## config.mk

```make
export PLATFORM = sky130hd
export DESIGN_NAME = spu_instr_seq
export DESIGN_NICKNAME = d
export VERILOG_FILES = /design/src/rtl/spu_instr_seq.sv
export SDC_FILE = /design/constraint.sdc
export NUM_CORES = 1
export LEC_CHECK = 0
export ABC_AREA = 1
export ABC_CLOCK_PERIOD_IN_PS = 5100
export CORE_ASPECT_RATIO = 0.6
export CORE_MARGIN = 3
export CORE_UTILIZATION = 30
export CTS_CLUSTER_DIAMETER = 120
export CTS_CLUSTER_SIZE = 40
export DETAILED_ROUTE_END_ITERATION = 10
export PLACE_DENSITY = 0.62
export SETUP_SLACK_MARGIN = 0.4
export SYNTH_ARGS = -nofsm -noshare
export SYNTH_HDL_FRONTEND = slang
export SYNTH_SLANG_ARGS = --single-unit
```

## constraint.sdc

```tcl
create_clock -name core_clk -period 5.1 [get_ports core_clk]
set_input_delay 1.02 -clock core_clk [delete_from_list [all_inputs] [get_ports core_clk]]
set_output_delay 1.02 -clock core_clk [all_outputs]
set_load 0.01 [all_outputs]
```

## src/rtl/spu_instr_seq.sv

```systemverilog
// spu_instr_seq: queues packed SPU instructions and issues them one at a time.
// For each issued instruction it pulses spu_config_en, then spu_start, waits
// for spu_end (with an optional timeout), then reports completion.
//
// Ports:
//   core_clk, rst_n      clock (rising edge) and async active-low reset
//   seq_en               issue enable (an instruction already in flight completes)
//   seq_abort            flush the queue and return to IDLE at the next edge
//   instr_valid/ready    push handshake; instr_data is the 128-bit packed instruction
//   timeout_limit        max WAIT cycles, 0 disables the timeout
//   err_clr              clears err_timeout / err_spurious (a set event wins)
//   spu_config_en/start  one-cycle control pulses to the SPU; spu_end is its completion pulse
//   *_out                fields of the instruction in flight, held until the next issue
//   busy, fifo_count, done_cnt, irq_done, err_timeout, err_spurious   status
//
// FIFO_DEPTH must be a power of two and at least 2 so that the pointers wrap
// naturally.
module spu_instr_seq #(
  parameter int ADDR_WIDTH = 12,
  parameter int FIFO_DEPTH = 4
) (
  input  logic                          core_clk,
  input  logic                          rst_n,
  input  logic                          seq_en,
  input  logic                          seq_abort,
  input  logic                          instr_valid,
  output logic                          instr_ready,
  input  logic [127:0]                  instr_data,
  input  logic [15:0]                   timeout_limit,
  input  logic                          err_clr,
  output logic                          spu_config_en,
  output logic                          spu_start,
  input  logic                          spu_end,
  output logic                          spu_op_out,
  output logic [ADDR_WIDTH-1:0]         spu_matrix_y_out,
  output logic [ADDR_WIDTH-1:0]         spu_matrix_x_out,
  output logic [3:0]                    shift0_out,
  output logic [3:0]                    shift1_out,
  output logic [4:0]                    shift2_out,
  output logic [ADDR_WIDTH-1:0]         im_base_addr_out,
  output logic [ADDR_WIDTH-1:0]         om_base_addr_out,
  output logic [ADDR_WIDTH-1:0]         im_block_align_out,
  output logic [ADDR_WIDTH-1:0]         om_block_align_out,
  output logic [6:0]                    ln_div_m_out,
  output logic [4:0]                    ln_div_e_out,
  output logic                          busy,
  output logic [$clog2(FIFO_DEPTH):0]   fifo_count,
  output logic [15:0]                   done_cnt,
  output logic                          irq_done,
  output logic                          err_timeout,
  output logic                          err_spurious
);

  localparam int PW = $clog2(FIFO_DEPTH);
  localparam int CW = PW + 1;
  localparam int IW = 98;  // only bits [97:0] of an instruction carry fields

  localparam logic [PW-1:0] PTR_ONE  = {{(PW-1){1'b0}}, 1'b1};
  localparam logic [CW-1:0] CNT_ONE  = {{PW{1'b0}}, 1'b1};
  localparam logic [CW-1:0] CNT_ZERO = {CW{1'b0}};
  localparam logic [CW-1:0] CNT_FULL = CW'(FIFO_DEPTH);

  typedef enum logic [2:0] {
    IDLE  = 3'd0,
    CFG   = 3'd1,
    START = 3'd2,
    WAIT  = 3'd3,
    DONE  = 3'd4
  } state_t;

  state_t          state_r, state_nxt_s;
  logic [IW-1:0]   fifo_mem_r [FIFO_DEPTH];
  logic [PW-1:0]   wr_ptr_r, rd_ptr_r;
  logic [CW-1:0]   count_r;
  logic [IW-1:0]   cur_instr_r;
  logic [15:0]     wait_cnt_r;
  logic [15:0]     done_cnt_r;
  logic            config_en_r, start_r, busy_r, irq_r;
  logic            err_timeout_r, err_spurious_r;
  logic            push_s, pop_s, timeout_s, spurious_s;
  logic            unused_bits_s;

  assign unused_bits_s = ^instr_data[127:IW];

  assign instr_ready = (count_r != CNT_FULL) && !seq_abort;
  assign push_s      = instr_valid && instr_ready;
  assign timeout_s   = (state_r == WAIT) && !spu_end && (timeout_limit != 16'd0)
                       && (wait_cnt_r == (timeout_limit - 16'd1));
  assign spurious_s  = spu_end && (state_r != WAIT);

  // Next-state decode; an abort overrides everything, including the pop.
  always_comb begin
    state_nxt_s = state_r;
    pop_s       = 1'b0;
    if (seq_abort) begin
      state_nxt_s = IDLE;
    end else begin
      case (state_r)
        IDLE: begin
          if (seq_en && (count_r != CNT_ZERO)) begin
            state_nxt_s = CFG;
            pop_s       = 1'b1;
          end else begin
            state_nxt_s = IDLE;
          end
        end
        CFG:   state_nxt_s = START;
        START: state_nxt_s = WAIT;
        WAIT: begin
          // Completion beats a timeout landing in the same cycle.
          if (spu_end) begin
            state_nxt_s = DONE;
          end else if (timeout_s) begin
            state_nxt_s = IDLE;
          end else begin
            state_nxt_s = WAIT;
          end
        end
        DONE:    state_nxt_s = IDLE;
        default: state_nxt_s = IDLE;
      endcase
    end
  end

  // State register.
  always_ff @(posedge core_clk or negedge rst_n) begin
    if (!rst_n) begin
      state_r <= IDLE;
    end else begin
      state_r <= state_nxt_s;
    end
  end

  // Control/status outputs registered from the next state so they line up with it.
  always_ff @(posedge core_clk or negedge rst_n) begin
    if (!rst_n) begin
      config_en_r <= 1'b0;
      start_r     <= 1'b0;
      busy_r      <= 1'b0;
      irq_r       <= 1'b0;
      done_cnt_r  <= 16'd0;
    end else begin
      config_en_r <= (state_nxt_s == CFG);
      start_r     <= (state_nxt_s == START);
      busy_r      <= (state_nxt_s != IDLE);
      irq_r       <= (state_nxt_s == DONE);
      if (state_nxt_s == DONE) begin
        done_cnt_r <= done_cnt_r + 16'd1;
      end else begin
        done_cnt_r <= done_cnt_r;
      end
    end
  end

  // Wait counter: zero outside WAIT, so it reads 0 in the first WAIT cycle.
  always_ff @(posedge core_clk or negedge rst_n) begin
    if (!rst_n) begin
      wait_cnt_r <= 16'd0;
    end else if (state_r == WAIT) begin
      wait_cnt_r <= wait_cnt_r + 16'd1;
    end else begin
      wait_cnt_r <= 16'd0;
    end
  end

  // Sticky error flags; a set event in the same cycle as err_clr wins.
  always_ff @(posedge core_clk or negedge rst_n) begin
    if (!rst_n) begin
      err_timeout_r  <= 1'b0;
      err_spurious_r <= 1'b0;
    end else begin
      if (timeout_s) begin
        err_timeout_r <= 1'b1;
      end else if (err_clr) begin
        err_timeout_r <= 1'b0;
      end else begin
        err_timeout_r <= err_timeout_r;
      end
      if (spurious_s) begin
        err_spurious_r <= 1'b1;
      end else if (err_clr) begin
        err_spurious_r <= 1'b0;
      end else begin
        err_spurious_r <= err_spurious_r;
      end
    end
  end

  // FIFO pointers and occupancy; abort flushes (push_s is already low then).
  always_ff @(posedge core_clk or negedge rst_n) begin
    if (!rst_n) begin
      wr_ptr_r <= {PW{1'b0}};
      rd_ptr_r <= {PW{1'b0}};
      count_r  <= CNT_ZERO;
    end else if (seq_abort) begin
      wr_ptr_r <= {PW{1'b0}};
      rd_ptr_r <= {PW{1'b0}};
      count_r  <= CNT_ZERO;
    end else begin
      if (push_s) begin
        wr_ptr_r <= wr_ptr_r + PTR_ONE;
      end else begin
        wr_ptr_r <= wr_ptr_r;
      end
      if (pop_s) begin
        rd_ptr_r <= rd_ptr_r + PTR_ONE;
      end else begin
        rd_ptr_r <= rd_ptr_r;
      end
      case ({push_s, pop_s})
        2'b10:   count_r <= count_r + CNT_ONE;
        2'b01:   count_r <= count_r - CNT_ONE;
        default: count_r <= count_r;
      endcase
    end
  end

  // FIFO storage; contents need no reset because occupancy gates every read.
  always_ff @(posedge core_clk) begin
    if (push_s) begin
      fifo_mem_r[wr_ptr_r] <= instr_data[IW-1:0];
    end
  end

  // Instruction in flight, captured on the IDLE->CFG pop and held until the next one.
  always_ff @(posedge core_clk or negedge rst_n) begin
    if (!rst_n) begin
      cur_instr_r <= {IW{1'b0}};
    end else if (pop_s) begin
      cur_instr_r <= fifo_mem_r[rd_ptr_r];
    end else begin
      cur_instr_r <= cur_instr_r;
    end
  end

  assign spu_config_en      = config_en_r;
  assign spu_start          = start_r;
  assign busy               = busy_r;
  assign irq_done           = irq_r;
  assign done_cnt           = done_cnt_r;
  assign fifo_count         = count_r;
  assign err_timeout        = err_timeout_r;
  assign err_spurious       = err_spurious_r;

  assign spu_op_out         = cur_instr_r[0];
  assign spu_matrix_y_out   = ADDR_WIDTH'(cur_instr_r[12:1]);
  assign spu_matrix_x_out   = ADDR_WIDTH'(cur_instr_r[24:13]);
  assign shift0_out         = cur_instr_r[28:25];
  assign shift1_out         = cur_instr_r[32:29];
  assign shift2_out         = cur_instr_r[37:33];
  assign im_base_addr_out   = ADDR_WIDTH'(cur_instr_r[49:38]);
  assign om_base_addr_out   = ADDR_WIDTH'(cur_instr_r[61:50]);
  assign im_block_align_out = ADDR_WIDTH'(cur_instr_r[73:62]);
  assign om_block_align_out = ADDR_WIDTH'(cur_instr_r[85:74]);
  assign ln_div_m_out       = cur_instr_r[92:86];
  assign ln_div_e_out       = cur_instr_r[97:93];

endmodule

```

==> results.rst, run 1 <==
.. list-table::
   :header-rows: 1

   * - Metric
     - Value
   * - Number of optimization iterations in the first detailed-route pass
     - 5
   * - Startpoint kind of the worst setup timing path
     - input port
   * - Status
     - finished, final reports clean
   * - Nets in the synthesized netlist
     - 1916
   * - Hold buffers post-CTS
     - 0
   * - Number of placed instances with taps included
     - 2843
   * - Top cell type by total area after synthesis
     - sky130_fd_sc_hd__edfxtp_1
   * - Synthesized instance count
     - 1756
   * - Number of hold violations in the final report
     - 0
   * - Endpoint required time on the critical path
     - 4.08 ns
   * - Avg Inst Size Synth
     - 11.9 µm²
   * - Number of antenna-violating nets in the routed design
     - 0
   * - Critical Setup Path Class
     - input port to primary output
   * - Kind of path behind the tightest hold check
     - input port to asynchronous set/reset pin
   * - Skew final
     - 0.0232 ns
   * - Hold slack
     - 0.466 ns
   * - Setup Fix Bufs, Post-CTS
     - 0
   * - Number of antenna violations at the first check in global routing
     - 5
   * - Lkg Pwr
     - 9.23 nW
   * - Multiplexer share of the synthesized area
     - 0%
   * - Number of flip-flops and latches in the synthesized netlist
     - 538
   * - Sequential share of the synthesized area
     - 73.6%
   * - Final std cell area, no fill
     - 24900 µm²
   * - RSZ-0062 raised after global routing
     - no
   * - Number of CTS-inserted buffers
     - 17
   * - Max cap viols
     - 0
   * - Total I/O pin count
     - 275
   * - Register share of total power
     - 53.3%
   * - First-pass GRT wire length
     - 79500 µm
   * - Count of endpoints failing setup in the final report
     - 0
   * - Path depth of the worst reg2reg path
     - 6
   * - Number of vias after detailed routing
     - 13472
   * - Maximum fanout along the worst path
     - 8
   * - Kind of end point of the critical path
     - primary output
   * - Slew Viols, Final
     - 0
   * - Min cycle time layout
     - 3.47 ns
   * - Routed vias/inst
     - 4.69
   * - Proportion of synthesized flip-flops having asynchronous set or reset
     - 27.1%
   * - Share of the core filled with cells in the final layout
     - 36.4%
   * - Standard cell core area
     - 68600 µm²
   * - Final period util
     - 68.0%
   * - Area share of and/or/nand/nor cells after synthesis
     - 13.0%
   * - Placed Instance Area
     - 24400 µm²
   * - Layout net count
     - 2110
   * - Yosys warning count
     - 0
   * - Total number of H-tree levels
     - 1
   * - Die extent in y
     - 211 µm
   * - Slew at the pin closest to its max-slew limit
     - 0.922 ns
   * - Clk sinks
     - 538
   * - Yosys top cell area share
     - 56.2%
   * - Most numerous cell in the Yosys netlist
     - sky130_fd_sc_hd__edfxtp_1
   * - Detailed router's first-iteration violation count
     - 944
   * - Cell area after synthesis
     - 21000 µm²
   * - Number of flops mapped to enable cells by yosys
     - 392
   * - Worst path setup slack after routing
     - 1.63 ns
   * - Internal power summed over all cells
     - 7.26 mW
   * - Adder-Cell Fraction of Synth Area
     - 0.573%
   * - Xor-xnor portion of the synthesized cell area
     - 1.42%
   * - Pin count of the biggest net entering global routing
     - 113
   * - Initial core utilization
     - 30.5%
   * - Worst slew slack as a fraction of its limit
     - 38.5%
   * - Library cell used as clock root buffer
     - sky130_fd_sc_hd__clkbuf_16
   * - Prevailing post-synth register cell
     - sky130_fd_sc_hd__edfxtp_1
   * - Area growth syn-to-layout
     - 19.1%
   * - Buffer levels on the longest clock path
     - 3
   * - Netlist cell types
     - 35
   * - Detailed-route DRC error count
     - 0
   * - Die Area
     - 73100 µm²
   * - GPL Wtd Cong
     - 0.832
   * - Arrival time at the worst endpoint
     - 2.45 ns
   * - Post-route non-filler standard cell count
     - 2875
   * - Pwr per Cell Area
     - 429 nW/µm²
   * - Max frequency
     - 0.288 GHz
   * - Compound-Gate Fraction of Synth Area
     - 8.44%
   * - Average wire per cell in the routed design
     - 17.8 µm
   * - Number of instances resized during post-cts repair
     - 0
   * - Max VDD drop
     - 0.000241 V
   * - Proportion of total power due to net switching
     - 32.1%
   * - Total Routed Length
     - 51100 µm
   * - Grt total ovfl
     - 0
   * - Power Total
     - 10.7 mW
   * - Pre-CTS WS
     - 1.55 ns
   * - Switching power summed over all nets
     - 3.43 mW
   * - Die Wd
     - 347 µm
   * - Part of the power in combinational logic
     - 28.8%
   * - TNS Setup
     - 0 ns
   * - Cell types with the largest area share after synthesis
     - sky130_fd_sc_hd__edfxtp_1, sky130_fd_sc_hd__dfrtp_1, sky130_fd_sc_hd__nand2_1, sky130_fd_sc_hd__o21ai_0, sky130_fd_sc_hd__nor2_1
   * - Count of input and output buffers
     - 244
   * - Number of placement rows
     - 74
   * - Global Route Usage Sum
     - 13.7%
   * - Layout cell share with drive strength beyond 1
     - 3.21%
   * - Number of global-route vias before repair
     - 13837
   * - Post-DP HPWL
     - 29700 µm
   * - Clock network fraction of total power
     - 17.9%
   * - Dominant combinational cell family by area after synthesis
     - simple AND/OR/NAND/NOR gates
   * - Most numerous cell types in the synthesized netlist
     - sky130_fd_sc_hd__edfxtp_1, sky130_fd_sc_hd__nand2_1, sky130_fd_sc_hd__nor2_1
   * - Clk slew on worst S/H paths
     - 0.13 ns
   * - Skew-Pair Late Insertion Delay
     - 0.58 ns
   * - TritonCTS clock tree
     - done
[final cells by class]
cell class                 instances  area [µm²]
antenna                            2        5.00
clock buffer                      27         463
clock inverter                     3        33.8
fill                            6543       43700
inverter                          70         272
multi-input combinational       1061        4950
sequential                       538       15400
tap                              912        1140
timing repair buffer             262        2650
[cell usage in the layout (no fill, tap or decap), types with 5 or more instances in the layout]
master                            netlist  layout
sky130_fd_sc_hd__buf_12                 0       6
sky130_fd_sc_hd__nor2_1               258     253
sky130_fd_sc_hd__edfxtp_1             392     392
sky130_fd_sc_hd__inv_1                 66      65
sky130_fd_sc_hd__clkdlybuf4s50_1        0     243
sky130_fd_sc_hd__nand4_1                5       5
sky130_fd_sc_hd__dfrtp_1              146     144
sky130_fd_sc_hd__xor2_1                24      24
sky130_fd_sc_hd__clkbuf_1              63      10
sky130_fd_sc_hd__o21ai_0              209     209
sky130_fd_sc_hd__o21ai_1                5       5
sky130_fd_sc_hd__o22ai_1               99      99
sky130_fd_sc_hd__ha_1                   8       8
sky130_fd_sc_hd__nand3_1               19      19
sky130_fd_sc_hd__nand2_1              388     388
sky130_fd_sc_hd__nor2_4                 1       6
sky130_fd_sc_hd__xnor2_1               10      10
sky130_fd_sc_hd__buf_4                  1      12
sky130_fd_sc_hd__clkbuf_16              0      17
sky130_fd_sc_hd__a21oi_1               11      11
sky130_fd_sc_hd__nor3_1                 5       5
[sequential cells by signal (all words and copies together) (netlist names), 2 cells and up]
signal,flops
wait_cnt_r,16
fifo_count,3
state_r,3
wr_ptr_r,2
rd_ptr_r,2
cur_instr_r,98
fifo_mem_r,392
done_cnt,16
[critical path, stage by stage]
cell                              delay (ns)
sky130_fd_sc_hd__clkdlybuf4s50_1        0.41
sky130_fd_sc_hd__buf_4                  0.20
sky130_fd_sc_hd__a31oi_1                0.21
sky130_fd_sc_hd__clkdlybuf4s50_1        0.60
[kinds of logic after synthesis]
family | count (synthesis)
AO/OA/AOI/OAI | 327
XOR/XNOR | 34
adder cells (fa/ha/maj) | 9
buffers and inverters | 157
flip-flops | 538
AND/OR/NAND/NOR | 691
[routing by layer]
| metal | vias to the layer above | share of wire, % | GRT usage, % | wire [µm] |
|---|---|---|---|---|
| met4 | 8 | 1.2 | 2.09 | 625 |
| met1 | 6685 | 46 | 19.2 | 23700 |
| li1 | 6424 | - | - | - |
| met2 | 313 | 47 | 22.6 | 23900 |
| met3 | 42 | 5.6 | 2.83 | 2870 |
| met5 | - | 0.098 | 0 | 50 |
[power groups by stage]
stage | logic [mW] | clock network, mW | registers (mW)
after floorplan | 1.49 | 0 | 5.87
after global placement | 3.06 | 0 | 5.78
after detailed placement | 3.14 | 0 | 5.80
after CTS | 3.15 | 2.01 | 5.71
after global routing | 3.45 | 2.15 | 5.78
final | 3.08 | 1.92 | 5.70
[final timing paths]
check	slack, ns	start	end
setup reg to reg	2.39	rd_ptr_r[1]	cur_instr_r[57]
min in group core_clk	0.49	cur_instr_r[34]	cur_instr_r[34]
max in group asynchronous	3.64	rst_n	cur_instr_r[50]
hold / removal	0.47	rst_n	cur_instr_r[87]
setup / recovery	1.63	seq_abort	instr_ready
hold reg to reg	0.49	cur_instr_r[34]	cur_instr_r[34]
(Power assumes the default switching activity.)
==> run 2, diff against run 1 <==
--- a/config.mk
+++ b/config.mk
@@ -6,7 +6,7 @@
 export NUM_CORES = 1
 export LEC_CHECK = 0
 export ABC_AREA = 1
-export ABC_CLOCK_PERIOD_IN_PS = 5100
+export ABC_CLOCK_PERIOD_IN_PS = 3100
 export CORE_ASPECT_RATIO = 0.6
 export CORE_MARGIN = 3
 export CORE_UTILIZATION = 30
==> constraint.sdc (replaced) <==
create_clock -name core_clk -period 3.1 [get_ports core_clk]
set_input_delay 0.62 -clock core_clk [delete_from_list [all_inputs] [get_ports core_clk]]
set_output_delay 0.62 -clock core_clk [all_outputs]
set_load 0.01 [all_outputs]
==> run 2 against run 1 <==
Net effect: critical path depth is 1 lower; sequential power is 62% higher; non-clock buffer count is 7 higher; final cell count is 0.14% higher; core utilization is 0.29 points higher; wire length is 1.0% lower; final area is 0.80% higher; global-route usage is 0.13 points lower; clock skew is 0.0010 ns higher.
==> results.rst, run 2 (synthesis results as in run 1) <==
.. list-table::
   :header-rows: 1

   * - Metric
     - Value
   * - Number of vias after detailed routing
     - 13578
   * - Final period util
     - 83.2%
   * - Pwr per Cell Area
     - 703 nW/µm²
   * - Detailed-route DRC error count
     - 0
   * - Startpoint kind of the worst setup timing path
     - register
   * - Skew final
     - 0.0242 ns
   * - Status
     - finished, final reports clean
   * - Worst stage delay on the critical path
     - 0.62 ns
   * - Count of endpoints failing setup in the final report
     - 0
   * - Fillcell total
     - 6490
   * - Total I/O pin count
     - 275
   * - Leading cell type in the layout, fill and taps excluded
     - sky130_fd_sc_hd__edfxtp_1
   * - Lkg Pwr
     - 9.31 nW
   * - Post-route non-filler standard cell count
     - 2879
   * - Final std cell area, no fill
     - 25100 µm²
   * - Die Wd
     - 347 µm
   * - Endpoint required time on the critical path
     - 2.48 ns
   * - Global Route Usage Sum
     - 13.6%
   * - Max frequency
     - 0.388 GHz
   * - Skew-Pair Late Insertion Delay
     - 0.57 ns
   * - Number of placement rows
     - 74
   * - Slew Viols, Final
     - 0
   * - Arrival time at the worst endpoint
     - 1.96 ns
   * - Total number of H-tree levels
     - 1
   * - Number of hold violations in the final report
     - 0
   * - TritonCTS clock tree
     - done
   * - List of cells traversed by the critical path
     - inv_1 -> a31oi_4 -> clkdlybuf4s50_1
   * - Routed vias/inst
     - 4.72
   * - Pin count of the biggest net entering global routing
     - 198
   * - Number of placed instances with taps included
     - 2850
   * - Standard cell with the maximum stage delay on the critical path
     - sky130_fd_sc_hd__clkdlybuf4s50_1
   * - Worst slew slack as a fraction of its limit
     - 39.2%
   * - Layout cell share with drive strength beyond 1
     - 3.61%
   * - Critical Setup Path Class
     - register to primary output
   * - Placed Instance Area
     - 24600 µm²
   * - Max FFs per register
     - 392
   * - Detailed router's first-iteration violation count
     - 861
   * - RSZ-0062 raised after global routing
     - no
   * - Register with the highest flop count
     - fifo_mem_r
   * - Kind of end point of the critical path
     - primary output
   * - Average wire per cell in the routed design
     - 17.6 µm
   * - Buffer levels on the longest clock path
     - 3
   * - Initial core utilization
     - 30.5%
   * - Standard cell core area
     - 68600 µm²
   * - Max VDD drop
     - 0.000438 V
   * - Setup Fix Bufs, Post-CTS
     - 0
   * - Die extent in y
     - 211 µm
   * - GPL Wtd Cong
     - 0.846
   * - Number of optimization iterations in the first detailed-route pass
     - 7
   * - Share of the core filled with cells in the final layout
     - 36.7%
   * - Clk slew on worst S/H paths
     - 0.14 ns
   * - Grt total ovfl
     - 0
   * - Count of input and output buffers
     - 244
   * - First-pass GRT wire length
     - 78800 µm
   * - Die Area
     - 73100 µm²
   * - Layout net count
     - 2117
   * - Min cycle time layout
     - 2.58 ns
   * - Maximum fanout along the worst path
     - 4
   * - Kind of path behind the tightest hold check
     - input port to asynchronous set/reset pin
   * - Slew at the pin closest to its max-slew limit
     - 0.913 ns
   * - Max cap viols
     - 0
   * - Hold buffers post-CTS
     - 0
   * - Number of CTS-inserted buffers
     - 17
   * - Number of global-route vias before repair
     - 13626
   * - Number of antenna violations at the first check in global routing
     - 7
   * - TNS Setup
     - 0 ns
   * - Biggest regs
     - fifo_mem_r x392, cur_instr_r x98
   * - Total Routed Length
     - 50600 µm
   * - Number of antenna-violating nets in the routed design
     - 0
   * - Most used cells in the layout excluding fill and tap cells
     - sky130_fd_sc_hd__edfxtp_1, sky130_fd_sc_hd__nand2_1, sky130_fd_sc_hd__nor2_1
   * - Library cell used as clock root buffer
     - sky130_fd_sc_hd__clkbuf_16
   * - Clk sinks
     - 538
   * - Number of inserted diodes
     - 0
   * - Area growth syn-to-layout
     - 20.0%
   * - Post-DP HPWL
     - 29700 µm
run 2: changes by cell type in the layout (fill, tap and decap cells not counted), sizes merged:
cell and change:
buf +7, clkdlybuf4s50 -1, diode -2, dlygate4sd2 +1
inv -1
run 2: layer usage:
layer / track usage (%) / routed length (µm)
met1: 18.9 / 23400
met2: 22.4 / 23600
met3: 2.96 / 2870
met4: 1.92 / 626
met5: 0 / 80
run 2: critical path: cells and delay by family (launching register included):
| family | cells | cell delay [ns] |
|---|---|---|
| AO/OA/AOI/OAI | 1 | 0.22 |
| flip-flops | 1 | 0.45 |
| buffers and inverters | 2 | 0.73 |
run 2: final cells by class:
cell class | count | area [µm²] | area share, %
Sequential cell | 538 | 15400 | 61.4
Multi-Input combinational cell | 1061 | 4970 | 19.8
Timing Repair Buffer | 269 | 2830 | 11.3
Tap cell | 912 | 1140 | 4.54
Clock buffer | 27 | 463 | 1.84
Inverter | 70 | 272 | 1.08
Clock inverter | 2 | 38.8 | 0.154
run 2: power breakdown:
group / total (mW) / switching, mW / internal (mW) / leakage, nW
combinational: 5.29 / 3.08 / 2.21 / 3.66
sequential: 9.24 / 0.503 / 8.74 / 5.42
clock: 3.15 / 2.07 / 1.08 / 0.237
run 2: path summary, 6_finish.rpt:
| check | start | to | slack (ns) | cells after the start |
|---|---|---|---|---|
| worst max register to register | fifo_count[0] | fifo_count[2] | 0.90 | 10 |
| worst min register to register | done_cnt[15] | done_cnt[15] | 0.48 | 1 |
| worst min-delay path | rst_n | cur_instr_r[65] | 0.03 | 1 |
| max in group asynchronous | rst_n | cur_instr_r[40] | 2.19 | 2 |
| min in group core_clk | done_cnt[15] | done_cnt[15] | 0.48 | 1 |
| worst max-delay path | fifo_count[1] | instr_ready | 0.52 | 3 |
run 2: timing repair:
item / in CTS / in global routing
hold endpoints to repair: 0 / 0
gates resized for setup: 1 / 0
endpoints found under the setup margin: 1 / 0
run 2: stage by stage:
stage	power [mW]	worst slack, ns	hold slack [ns]
2_1_floorplan	12.1	0.115	0.324
5_1_grt	18.8	0.420	0.0221
6_report	17.7	0.521	0.0325
3_5_place_dp	14.8	0.187	0.458
4_1_cts	17.9	0.475	0.0196
3_3_place_gp	14.6	0.221	0.454
==> run 3, diff against run 2 <==
--- a/config.mk
+++ b/config.mk
@@ -6,7 +6,7 @@
 export NUM_CORES = 1
 export LEC_CHECK = 0
 export ABC_AREA = 1
-export ABC_CLOCK_PERIOD_IN_PS = 3100
+export ABC_CLOCK_PERIOD_IN_PS = 2300
 export CORE_ASPECT_RATIO = 0.6
 export CORE_MARGIN = 3
 export CORE_UTILIZATION = 30
==> constraint.sdc (replaced) <==
create_clock -name core_clk -period 2.3 [get_ports core_clk]
set_input_delay 0.46 -clock core_clk [delete_from_list [all_inputs] [get_ports core_clk]]
set_output_delay 0.46 -clock core_clk [all_outputs]
set_load 0.01 [all_outputs]
==> run 3 against run 2 <==
Net effect: clock-buffer cell count is 1 higher; clock power up 36%; worst setup slack got worse by 0.25 ns; sequential cell count did not move; critical path depth grew 8; power grew 36%; final cell count up 4.8%; hold slack improved by 0.27 ns; wire length rose by 12%; sequential share of layout area decreased by 3.7 points; critical endpoint is now fifo_count[2].
==> results.rst, run 3 (synthesis results as in run 1) <==
.. list-table::
   :header-rows: 1

   * - Metric
     - Value
   * - Critical Setup Path Class
     - register to register
   * - Number of global-route vias before repair
     - 13914
   * - Slew Viols, Final
     - 0
   * - Count of endpoints failing setup in the final report
     - 0
   * - Post-DP HPWL
     - 33700 µm
   * - Worst flop-to-flop path startpoint
     - fifo_count[1]
   * - Part of the power in combinational logic
     - 30.6%
   * - Power Total
     - 24.1 mW
   * - Final std cell area, no fill
     - 26800 µm²
   * - Die extent in y
     - 211 µm
   * - Skew-Pair Late Insertion Delay
     - 0.59 ns
   * - Count of input and output buffers
     - 244
   * - Standard cell core area
     - 68600 µm²
   * - Kind of end point of the critical path
     - register
   * - Min cycle time layout
     - 2.03 ns
   * - First-pass GRT wire length
     - 83400 µm
   * - Average wire per cell in the routed design
     - 18.7 µm
   * - Pin count of the biggest net entering global routing
     - 101
   * - Path depth of the worst reg2reg path
     - 11
   * - Reg2reg end
     - fifo_count[2]
   * - Worst path setup slack after routing
     - 0.269 ns
   * - Die Area
     - 73100 µm²
   * - Number of inserted diodes
     - 0
   * - Total I/O pin count
     - 275
   * - Die Wd
     - 347 µm
   * - Max VDD drop
     - 0.000533 V
   * - Max frequency
     - 0.492 GHz
   * - Number of optimization iterations in the first detailed-route pass
     - 6
   * - Biggest regs
     - fifo_mem_r x392, cur_instr_r x98
   * - Grt total ovfl
     - 0
   * - Placed Instance Area
     - 25300 µm²
   * - Proportion of total power due to net switching
     - 32.9%
   * - Final period util
     - 88.3%
   * - Startpoint kind of the worst setup timing path
     - register
   * - Leading cell type in the layout, fill and taps excluded
     - sky130_fd_sc_hd__edfxtp_1
   * - Routed vias/inst
     - 4.76
   * - Detailed-route DRC error count
     - 0
   * - Endpoint required time on the critical path
     - 2.79 ns
   * - Kind of path behind the tightest hold check
     - input port to asynchronous set/reset pin
   * - Internal power summed over all cells
     - 16.1 mW
   * - Layout net count
     - 2253
   * - Initial core utilization
     - 30.5%
   * - Register with the highest flop count
     - fifo_mem_r
   * - Status
     - finished, final reports clean
   * - Buffer levels on the longest clock path
     - 3
   * - Clock network fraction of total power
     - 17.8%
   * - GPL Wtd Cong
     - 0.821
   * - Slew at the pin closest to its max-slew limit
     - 0.560 ns
   * - TritonCTS clock tree
     - done
   * - Total number of H-tree levels
     - 1
   * - Global Route Usage Sum
     - 14.6%
   * - Register share of total power
     - 51.7%
   * - Switching power summed over all nets
     - 7.92 mW
   * - Setup slack on the worst flop-to-flop path
     - 0.27 ns
   * - Number of hold violations in the final report
     - 0
   * - Maximum fanout along the worst path
     - 3
   * - Skew final
     - 0.0271 ns
   * - Area growth syn-to-layout
     - 27.7%
   * - Fillcell total
     - 6424
   * - Number of antenna-violating nets in the routed design
     - 0
   * - Number of vias after detailed routing
     - 14360
   * - Max FFs per register
     - 392
   * - Clk slew on worst S/H paths
     - 0.15 ns
   * - Pwr per Cell Area
     - 899 nW/µm²
   * - Lkg Pwr
     - 10.6 nW
   * - Total Routed Length
     - 56500 µm
   * - Layout cell share with drive strength beyond 1
     - 11.7%
   * - Most used cells in the layout excluding fill and tap cells
     - sky130_fd_sc_hd__edfxtp_1, sky130_fd_sc_hd__nand2_1, sky130_fd_sc_hd__nor2_1
   * - Number of placement rows
     - 74
   * - Clk sinks
     - 538
   * - Detailed router's first-iteration violation count
     - 983
   * - RSZ-0062 raised after global routing
     - yes
   * - Max cap viols
     - 0
   * - Pre-CTS WS
     - -0.342 ns
   * - Number of antenna violations at the first check in global routing
     - 7
   * - Library cell used as clock root buffer
     - sky130_fd_sc_hd__clkbuf_16
   * - Number of CTS-inserted buffers
     - 17
   * - Worst slew slack as a fraction of its limit
     - 62.6%
   * - Arrival time at the worst endpoint
     - 2.52 ns
## run 3: cell types whose count changed in the layout (fill, tap and decap cells not counted), sizes merged
cell / before / now
dlygate4sd2: 1 / 122
dlymetal6s2s: 0 / 3
dlygate4sd3: 0 / 1
buf: 26 / 153
clkdlybuf4s50: 242 / 114
clkbuf: 27 / 40
## run 3: area by class of cell
cell class	count	area [µm²]	area share, %
clock buffer	28	467	1.74
clock inverter	2	38.8	0.145
inverter	70	279	1.04
multi-input combinational	1061	5100	19.1
sequential	538	15400	57.7
tap	912	1140	4.27
timing repair buffer	405	4290	16.0
## run 3: power by group through the flow
| stage | combinational, mW | sequential (mW) | clock, mW |
|---|---|---|---|
| 3_5_place_dp | 7.62 | 12.7 | 0 |
| 3_3_place_gp | 7.46 | 12.7 | 0 |
| 2_1_floorplan | 3.34 | 13.0 | 0 |
| 5_1_grt | 8.17 | 12.6 | 4.78 |
| 4_1_cts | 7.29 | 12.4 | 4.46 |
| 6_report | 7.35 | 12.4 | 4.28 |
## run 3: worst max path at each step
stage,startpoint,end,slack [ns],cells past startpoint
global route,fifo_count[1],fifo_count[2],0.17,11
detailed placement,timeout_limit[0],busy,-0.34,16
global placement,timeout_limit[0],busy,-0.29,16
CTS,fifo_count[1],instr_ready,0.21,4
finish,fifo_count[1],fifo_count[2],0.27,11
floorplan,seq_abort,fifo_mem_r[0][0],-0.52,4
## run 3: per-layer routing
metal,vias up,global-route usage (%),routed length (µm)
met5,-,0,98
met2,383,23.5,25600
met4,14,2.63,969
met3,67,3.17,3430
met1,7175,20.7,26400
li1,6721,-,-
## run 3: per-stage QoR
| step | std cells | hold WS [ns] | util (%) | setup TNS [ns] |
|---|---|---|---|---|
| finish | 3016 | 0.303 | 39.0 | 0 |
| global route | 3016 | 0.291 | 39.0 | 0 |
| CTS | 2976 | 0.283 | 38.0 | 0 |
| detailed placement | 2913 | 0.377 | 36.9 | -2.06 |
| global placement | 2913 | 0.382 | 36.9 | -1.20 |
| floorplan | 1756 | 0.164 | - | -199.50 |
## run 3: critical path: stages, from the launching register on
cell and delay, ns:
sky130_fd_sc_hd__dfrtp_1 0.43, sky130_fd_sc_hd__buf_4 0.17, sky130_fd_sc_hd__nor3_4 0.17, sky130_fd_sc_hd__nor2_2 0.07
sky130_fd_sc_hd__nand3_2 0.09, sky130_fd_sc_hd__nor2_4 0.05, sky130_fd_sc_hd__nand2_2 0.07, sky130_fd_sc_hd__inv_1 0.05
sky130_fd_sc_hd__fa_2 0.33, sky130_fd_sc_hd__xnor2_1 0.14, sky130_fd_sc_hd__xor2_1 0.17, sky130_fd_sc_hd__a32o_1 0.21
## run 3: repair_timing
| item | CTS | global route |
|---|---|---|
| pin swaps | 13 | 20 |
| gates cloned | 2 | 14 |
| resized for setup | 158 | 64 |
| setup buffers | 30 | 26 |
| endpoints found under the setup margin | 163 | 419 |
| endpoints found under the hold margin | 24 | 0 |
| hold buffers | 1 | 0 |
